--- src/rtl/ps2_keyboard_rx.sv ---
// PS/2 keyboard receiver: synchronizes and deglitches the device clock, decodes
// 11-bit frames with odd-parity/stop checks, and queues good scancodes in a show-ahead FIFO.
module ps2_keyboard_rx #(
  parameter int FILTER_LEN     = 8,
  parameter int TIMEOUT_CYCLES = 20000,
  parameter int FIFO_DEPTH     = 4
) (
  input  logic                          clk_in,
  input  logic                          reset_btn,
  input  logic                          ps2_clock,
  input  logic                          ps2_data,
  input  logic                          rd_en,
  output logic [7:0]                    rd_data,
  output logic                          rd_valid,
  output logic [$clog2(FIFO_DEPTH):0]   fifo_count,
  output logic                          parity_err,
  output logic                          frame_err,
  output logic                          overflow
);

  localparam int FW = $clog2(FILTER_LEN + 1);
  localparam int TW = $clog2(TIMEOUT_CYCLES + 1);
  localparam int AW = $clog2(FIFO_DEPTH);
  localparam int CW = AW + 1;

  typedef enum logic [1:0] {IDLE, DATA, PARITY, STOP} state_t;

  function automatic logic odd_parity_ok(input logic [7:0] b, input logic p);
    return ^{b, p};
  endfunction

  logic [1:0]    clk_sync_q, dat_sync_q;
  logic [FW-1:0] filt_cnt_q, filt_cnt_d;
  logic          filt_clk_q, filt_clk_d;
  logic          fall_q;
  state_t        state_q;
  logic [2:0]    bit_cnt_q;
  logic [7:0]    shift_q;
  logic          par_q;
  logic [TW-1:0] tmo_q;
  logic          push_q, perr_q, ferr_q;
  logic [7:0]    mem_q [FIFO_DEPTH];
  logic [AW-1:0] wr_ptr_q, wr_ptr_d, rd_ptr_q, rd_ptr_d;
  logic [CW-1:0] count_q, count_d;
  logic [7:0]    head_q, head_d;
  logic          valid_q, ovf_q, ovf_d;
  logic          do_pop_s, do_push_s, full_s, timeout_s;

  // Clock filter: the level flips only after FILTER_LEN consecutive disagreeing cycles.
  always_comb begin
    filt_cnt_d = filt_cnt_q;
    filt_clk_d = filt_clk_q;
    if (clk_sync_q[1] != filt_clk_q) begin
      if (filt_cnt_q == FW'(FILTER_LEN - 1)) begin
        filt_clk_d = ~filt_clk_q;
        filt_cnt_d = '0;
      end else begin
        filt_cnt_d = filt_cnt_q + 1'b1;
      end
    end else begin
      filt_cnt_d = '0;
    end
  end

  // Pin synchronizers, filter state and the registered fall strobe.
  always_ff @(posedge clk_in or posedge reset_btn) begin
    if (reset_btn) begin
      clk_sync_q <= 2'b11;
      dat_sync_q <= 2'b11;
      filt_cnt_q <= '0;
      filt_clk_q <= 1'b1;
      fall_q     <= 1'b0;
    end else begin
      clk_sync_q <= {clk_sync_q[0], ps2_clock};
      dat_sync_q <= {dat_sync_q[0], ps2_data};
      filt_cnt_q <= filt_cnt_d;
      filt_clk_q <= filt_clk_d;
      fall_q     <= filt_clk_q & ~filt_clk_d;
    end
  end

  assign timeout_s = (state_q != IDLE) && !fall_q && (tmo_q == TW'(TIMEOUT_CYCLES - 1));

  // Frame decoder FSM with inter-edge timeout; error and push strobes are registered.
  always_ff @(posedge clk_in or posedge reset_btn) begin
    if (reset_btn) begin
      state_q   <= IDLE;
      bit_cnt_q <= 3'd0;
      shift_q   <= 8'h00;
      par_q     <= 1'b0;
      tmo_q     <= '0;
      push_q    <= 1'b0;
      perr_q    <= 1'b0;
      ferr_q    <= 1'b0;
    end else begin
      push_q <= 1'b0;
      perr_q <= 1'b0;
      ferr_q <= 1'b0;
      if (fall_q || state_q == IDLE) begin
        tmo_q <= '0;
      end else begin
        tmo_q <= tmo_q + 1'b1;
      end
      case (state_q)
        IDLE: begin
          if (fall_q && !dat_sync_q[1]) begin
            state_q   <= DATA;
            bit_cnt_q <= 3'd0;
          end
        end
        DATA: begin
          if (fall_q) begin
            shift_q   <= {dat_sync_q[1], shift_q[7:1]};
            bit_cnt_q <= bit_cnt_q + 3'd1;
            if (bit_cnt_q == 3'd7) begin
              state_q <= PARITY;
            end
          end
        end
        PARITY: begin
          if (fall_q) begin
            par_q   <= dat_sync_q[1];
            state_q <= STOP;
          end
        end
        STOP: begin
          if (fall_q) begin
            perr_q  <= ~odd_parity_ok(shift_q, par_q);
            ferr_q  <= ~dat_sync_q[1];
            push_q  <= odd_parity_ok(shift_q, par_q) & dat_sync_q[1];
            state_q <= IDLE;
          end
        end
        default: state_q <= IDLE;
      endcase
      if (timeout_s) begin
        state_q <= IDLE;
        ferr_q  <= 1'b1;
      end
    end
  end

  // FIFO next-state; a push at full is accepted only when a pop frees a slot that cycle.
  always_comb begin
    full_s    = (count_q == CW'(FIFO_DEPTH));
    do_pop_s  = rd_en && (count_q != '0);
    do_push_s = push_q && (!full_s || do_pop_s);
    ovf_d     = ovf_q | (push_q & full_s & ~do_pop_s);
    count_d   = count_q;
    wr_ptr_d  = wr_ptr_q;
    rd_ptr_d  = rd_ptr_q;
    head_d    = 8'h00;
    if (do_push_s) begin
      wr_ptr_d = wr_ptr_q + 1'b1;
    end else begin
      wr_ptr_d = wr_ptr_q;
    end
    if (do_pop_s) begin
      rd_ptr_d = rd_ptr_q + 1'b1;
    end else begin
      rd_ptr_d = rd_ptr_q;
    end
    case ({do_push_s, do_pop_s})
      2'b10:   count_d = count_q + 1'b1;
      2'b01:   count_d = count_q - 1'b1;
      default: count_d = count_q;
    endcase
    if (count_d == '0) begin
      head_d = 8'h00;
    end else if (do_push_s && (wr_ptr_q == rd_ptr_d)) begin
      head_d = shift_q;
    end else begin
      head_d = mem_q[rd_ptr_d];
    end
  end

  // FIFO storage, pointers and registered head/status outputs.
  always_ff @(posedge clk_in or posedge reset_btn) begin
    if (reset_btn) begin
      for (int i = 0; i < FIFO_DEPTH; i++) begin
        mem_q[i] <= 8'h00;
      end
      wr_ptr_q <= '0;
      rd_ptr_q <= '0;
      count_q  <= '0;
      head_q   <= 8'h00;
      valid_q  <= 1'b0;
      ovf_q    <= 1'b0;
    end else begin
      if (do_push_s) begin
        mem_q[wr_ptr_q] <= shift_q;
      end
      wr_ptr_q <= wr_ptr_d;
      rd_ptr_q <= rd_ptr_d;
      count_q  <= count_d;
      head_q   <= head_d;
      valid_q  <= (count_d != '0);
      ovf_q    <= ovf_d;
    end
  end

  assign rd_data    = head_q;
  assign rd_valid   = valid_q;
  assign fifo_count = count_q;
  assign parity_err = perr_q;
  assign frame_err  = ferr_q;
  assign overflow   = ovf_q;

endmodule

--- config.mk ---
export PLATFORM = sky130hd
export DESIGN_NAME = ps2_keyboard_rx
export DESIGN_NICKNAME = d
export VERILOG_FILES = /design/src/rtl/ps2_keyboard_rx.sv
export SDC_FILE = /design/constraint.sdc
export NUM_CORES = 1
export LEC_CHECK = 0
export ABC_CLOCK_PERIOD_IN_PS = 4700
export CORE_AREA = 2 2 87 89
export CTS_CLUSTER_SIZE = 14
export DETAILED_ROUTE_END_ITERATION = 10
export DIE_AREA = 0 0 89 91
export PLACE_DENSITY = 0.87
export SLEW_MARGIN = 30
export SYNTH_ARGS = -nofsm -noshare
export SYNTH_HDL_FRONTEND = slang
export SYNTH_SLANG_ARGS = --single-unit
--- constraint.sdc ---
create_clock -name clk_in -period 4.7 [get_ports clk_in]
set_clock_uncertainty 0.15 [all_clocks]
set_input_delay 0.94 -clock clk_in [delete_from_list [all_inputs] [get_ports clk_in]]
set_output_delay 0.94 -clock clk_in [all_outputs]
set_load 0.005 [all_outputs]
==> flow_summary.json <==
{
  "power_frac_clock": 0.292,
  "max_clk_rate_ghz": 0.263,
  "power_report.internal_total_w": 0.00145,
  "final.hold.worst_slack_ps": 209,
  "grt_pass1_vias": 3001,
  "synthesis.area_per_instance_um2": 12.3,
  "final-seq-area_um2": 2280,
  "setup.worst_path.end_class": "flop",
  "post_dr_vias_cell": 5.80,
  "clk_path_buf_depth": 2,
  "n_antenna_cell": 0,
  "post_drt_wl_per_cell_um": 16.6,
  "detailed_placement_wirelength_estimate_um": 5350,
  "finalMaxSlewViolations": 0,
  "initial_utilization": 0.630,
  "cts_tree": "done",
  "worstSetupPathType": "in -> reg",
  "antenna_violations_before_repair": 0,
  "post-route-util": 0.697,
  "hold_path_depth": 0,
  "die-area_um2": 8100,
  "power.density_nw_per_um2": 427,
  "r2r_start": "fifo_count[0]$_DFF_PP0_",
  "power.sequential.fraction": 0.451,
  "dpl-instance-area_um2": 4740,
  "critical_path_required_ps": 4760,
  "drt_pre_antenna_iters": 4,
  "synthDistinctLibCells": 52,
  "cts.root.buffer_cell": "clkbuf_8",
  "multi_input_comb_area_um2": 2070,
  "worst-path-max-fanout": 12,
  "grt_start_max_net_pins": 54,
  "drcViolationCount": 0,
  "power.leakage_nw": 2.32,
  "max_stage_delay_ps": 700,
  "synth_enable_flop_cells": 0,
  "design.final.nets": 397,
  "post-cts-setup-buffers": 0,
  "track_usage": 0.226,
  "hold_buffers": 0,
  "tightestPinTransition_ps": 746,
  "gp_routability_congestion": 0.831,
  "yosys_warnings": 0,
  "synth_top_cell_by_area": "dfrtp_1",
  "cts-buffers-inserted": 9,
  "num_vias": 2803,
  "source_of_the_worst_hold_timing_path": "clk_sync_q[0]$_DFF_PP1_",
  "global_route_wire_length_before_repair_um": 14000,
  "portBuffers": 19,
  "netSwitchingPower_w": 0.000671,
  "final-setup-viol-count": 0,
  "floorplan.die.height_um": 91,
  "layout_common_cells": "86 x dfrtp_1, 43 x mux2_2, 35 x nor2_1",
  "detail-route-antenna-nets": 0,
  "final.setup.tns_ps": 0,
  "critical_path_cell_by_cell": "clkdlybuf4s50_1, o31ai_4, or2_2, fa_1, nor4b_1, o21ai_0, o211ai_1, nor3_2, a211oi_1",
  "yosys-top-cells-area": "dfrtp_1 48%, mux2_2 11%, mux4_2 6.5%",
  "slew_headroom": 0.500,
  "period_share": 0.810,
  "synth_top_area_share": 0.478,
  "switching_share": 0.316,
  "ir_worst_vdd_uv": 212,
  "setup_repair_after_global_routing_missed_its_margin": "false",
  "floorplan.core_area_um2": 7140,
  "min_period_ps": 3810,
  "top_level_ports": 20,
  "layout-drive-gt1-share": 0.232,
  "yosys_most_used_dff": "dfrtp_1",
  "cp_slowest_cell": "clkdlybuf4s50_1",
  "syn_nets": 384,
  "cts.reportedPaths.clkPinSlew_ps": 90,
  "fillers": 556,
  "routed_wl_um": 8000,
  "min_delay_worst_endpoint": "clk_sync_q[1]$_DFF_PP1_",
  "ys_seq_elements": 91,
  "final-hold-violation-count": 0,
  "asyncSetResetFlopFracSynth": 1.00,
  "layout.cell_area.non_filler_um2": 4970,
  "run_status": "complete, no violations",
  "die_x_um": 89,
  "cts_resized": 0,
  "worst_r2r_path_depth": 8,
  "reg2reg_setup_slack_ps": 1660,
  "synth.yosys.seq_area_share": 0.508,
  "rr_endpoint": "rd_data[1]$_DFF_PP0_",
  "clk_lat_worst_skew_ps": 370,
  "critPathLaunch": "rd_en",
  "maxCapViolCount": 0,
  "synthesis.area_um2": 4500,
  "timing.critical_path.arrival_ps": 3870,
  "holdCritPathClass": "reg -> reg",
  "synthesis.instances": 366,
  "combinational_power_share": 0.257,
  "cts_sinks": 91,
  "drtIter0Drc": 180,
  "rows": 31,
  "areaGrowthSynthToFinish_pct": 10.6,
  "most_common_library_cell_in_the_layout_ignoring_fill_and_taps": "dfrtp_1",
  "cts-htree-levels": 3,
  "crit_path_start_kind": "input pin",
  "grt.overflow.total": 0
}
==> critical path, delay by kind of cell <==
kind / cells / cell delay (ps)
AO/OA/AOI/OAI: 4 / 700
adder cells (fa/ha/maj): 1 / 410
buffers and inverters: 1 / 700
AND/OR/NAND/NOR: 3 / 1100
==> stage by stage <==
| stage | worst slack, ps | total power, W | cells |
|---|---|---|---|
| floorplan | 1250 | 0.00139 | 366 |
| global placement | 675 | 0.00149 | 467 |
| detailed placement | 550 | 0.00152 | 467 |
| CTS | 897 | 0.00215 | 483 |
| global route | 688 | 0.00226 | 483 |
| finish | 895 | 0.00213 | 483 |
==> layer usage <==
layer | track usage | vias to the layer above | part of all wire
met5 | 0 | - | 0
met4 | 0.103 | 0 | 0.027
met3 | 0.0355 | 17 | 0.024
met2 | 0.379 | 42 | 0.52
met1 | 0.286 | 1429 | 0.42
li1 | - | 1315 | -
==> worst max path at each step <==
stage | to | cells after the start
after floorplan | bit_cnt_q[0]$_DFFE_PP0P_ | 1
after detailed placement | rd_data[7]$_DFF_PP0_ | 9
after global routing | rd_data[7]$_DFF_PP0_ | 9
after CTS | rd_data[1]$_DFF_PP0_ | 9
final | rd_data[1]$_DFF_PP0_ | 9
after global placement | rd_data[0]$_DFF_PP0_ | 9
==> layout make-up <==
| type | instances | area share |
|---|---|---|
| sequential | 91 | 0.459 |
| timing repair buffer | 22 | 0.0428 |
| multi-input combinational | 242 | 0.416 |
| inverter | 13 | 0.0103 |
| clock inverter | 5 | 0.0209 |
| tap | 99 | 0.0249 |
| clock buffer | 11 | 0.0264 |
==> logic make-up (layout without fill, tap and decap cells) <==
| group | count (synthesis) | in the layout | share of synthesized area |
|---|---|---|---|
| xor gates and xnor gates | 27 | 27 | 0.0542 |
| buffers and inverters | 33 | 51 | 0.0325 |
| adders and majority gates | 13 | 13 | 0.0378 |
| AOI/OAI and AO/OA | 35 | 35 | 0.0618 |
| and+or+nand+nor | 100 | 100 | 0.109 |
| muxes | 67 | 67 | 0.197 |
| DFF | 91 | 91 | 0.508 |
==> Yosys cell counts (8+ instances only) <==
master and n:
clkbuf_1 8, dfrtp_1 86, ha_1 12, inv_1 12, mux2_2 43, mux2i_1 11, mux4_2 13, nand2_1 20
nand3_1 10, nor2_1 35, o21ai_0 8, xnor2_1 15, xor2_1 11
==> state kept, by name, summed over array words and instances, names as in the netlist, 2 cells and up <==
| name | count |
|---|---|
| bit_cnt_q | 3 |
| clk_sync_q | 2 |
| dat_sync_q | 2 |
| fifo_count | 3 |
| filt_cnt_q | 4 |
| mem_q | 32 |
| rd_data | 8 |
| rd_ptr_q | 2 |
| shift_q | 8 |
| state_q | 2 |
| tmo_q | 15 |
| wr_ptr_q | 2 |
==> power by group through the flow <==
stage | Combinational [W] | Clock [W] | Sequential [W]
after floorplan | 0.000475 | 0 | 0.000919
after global placement | 0.000519 | 0 | 0.000969
after detailed placement | 0.000546 | 0 | 0.000976
after CTS | 0.000554 | 0.000634 | 0.000962
after global routing | 0.000620 | 0.000670 | 0.000972
final | 0.000547 | 0.000621 | 0.000958
(Power assumes the default switching activity.)
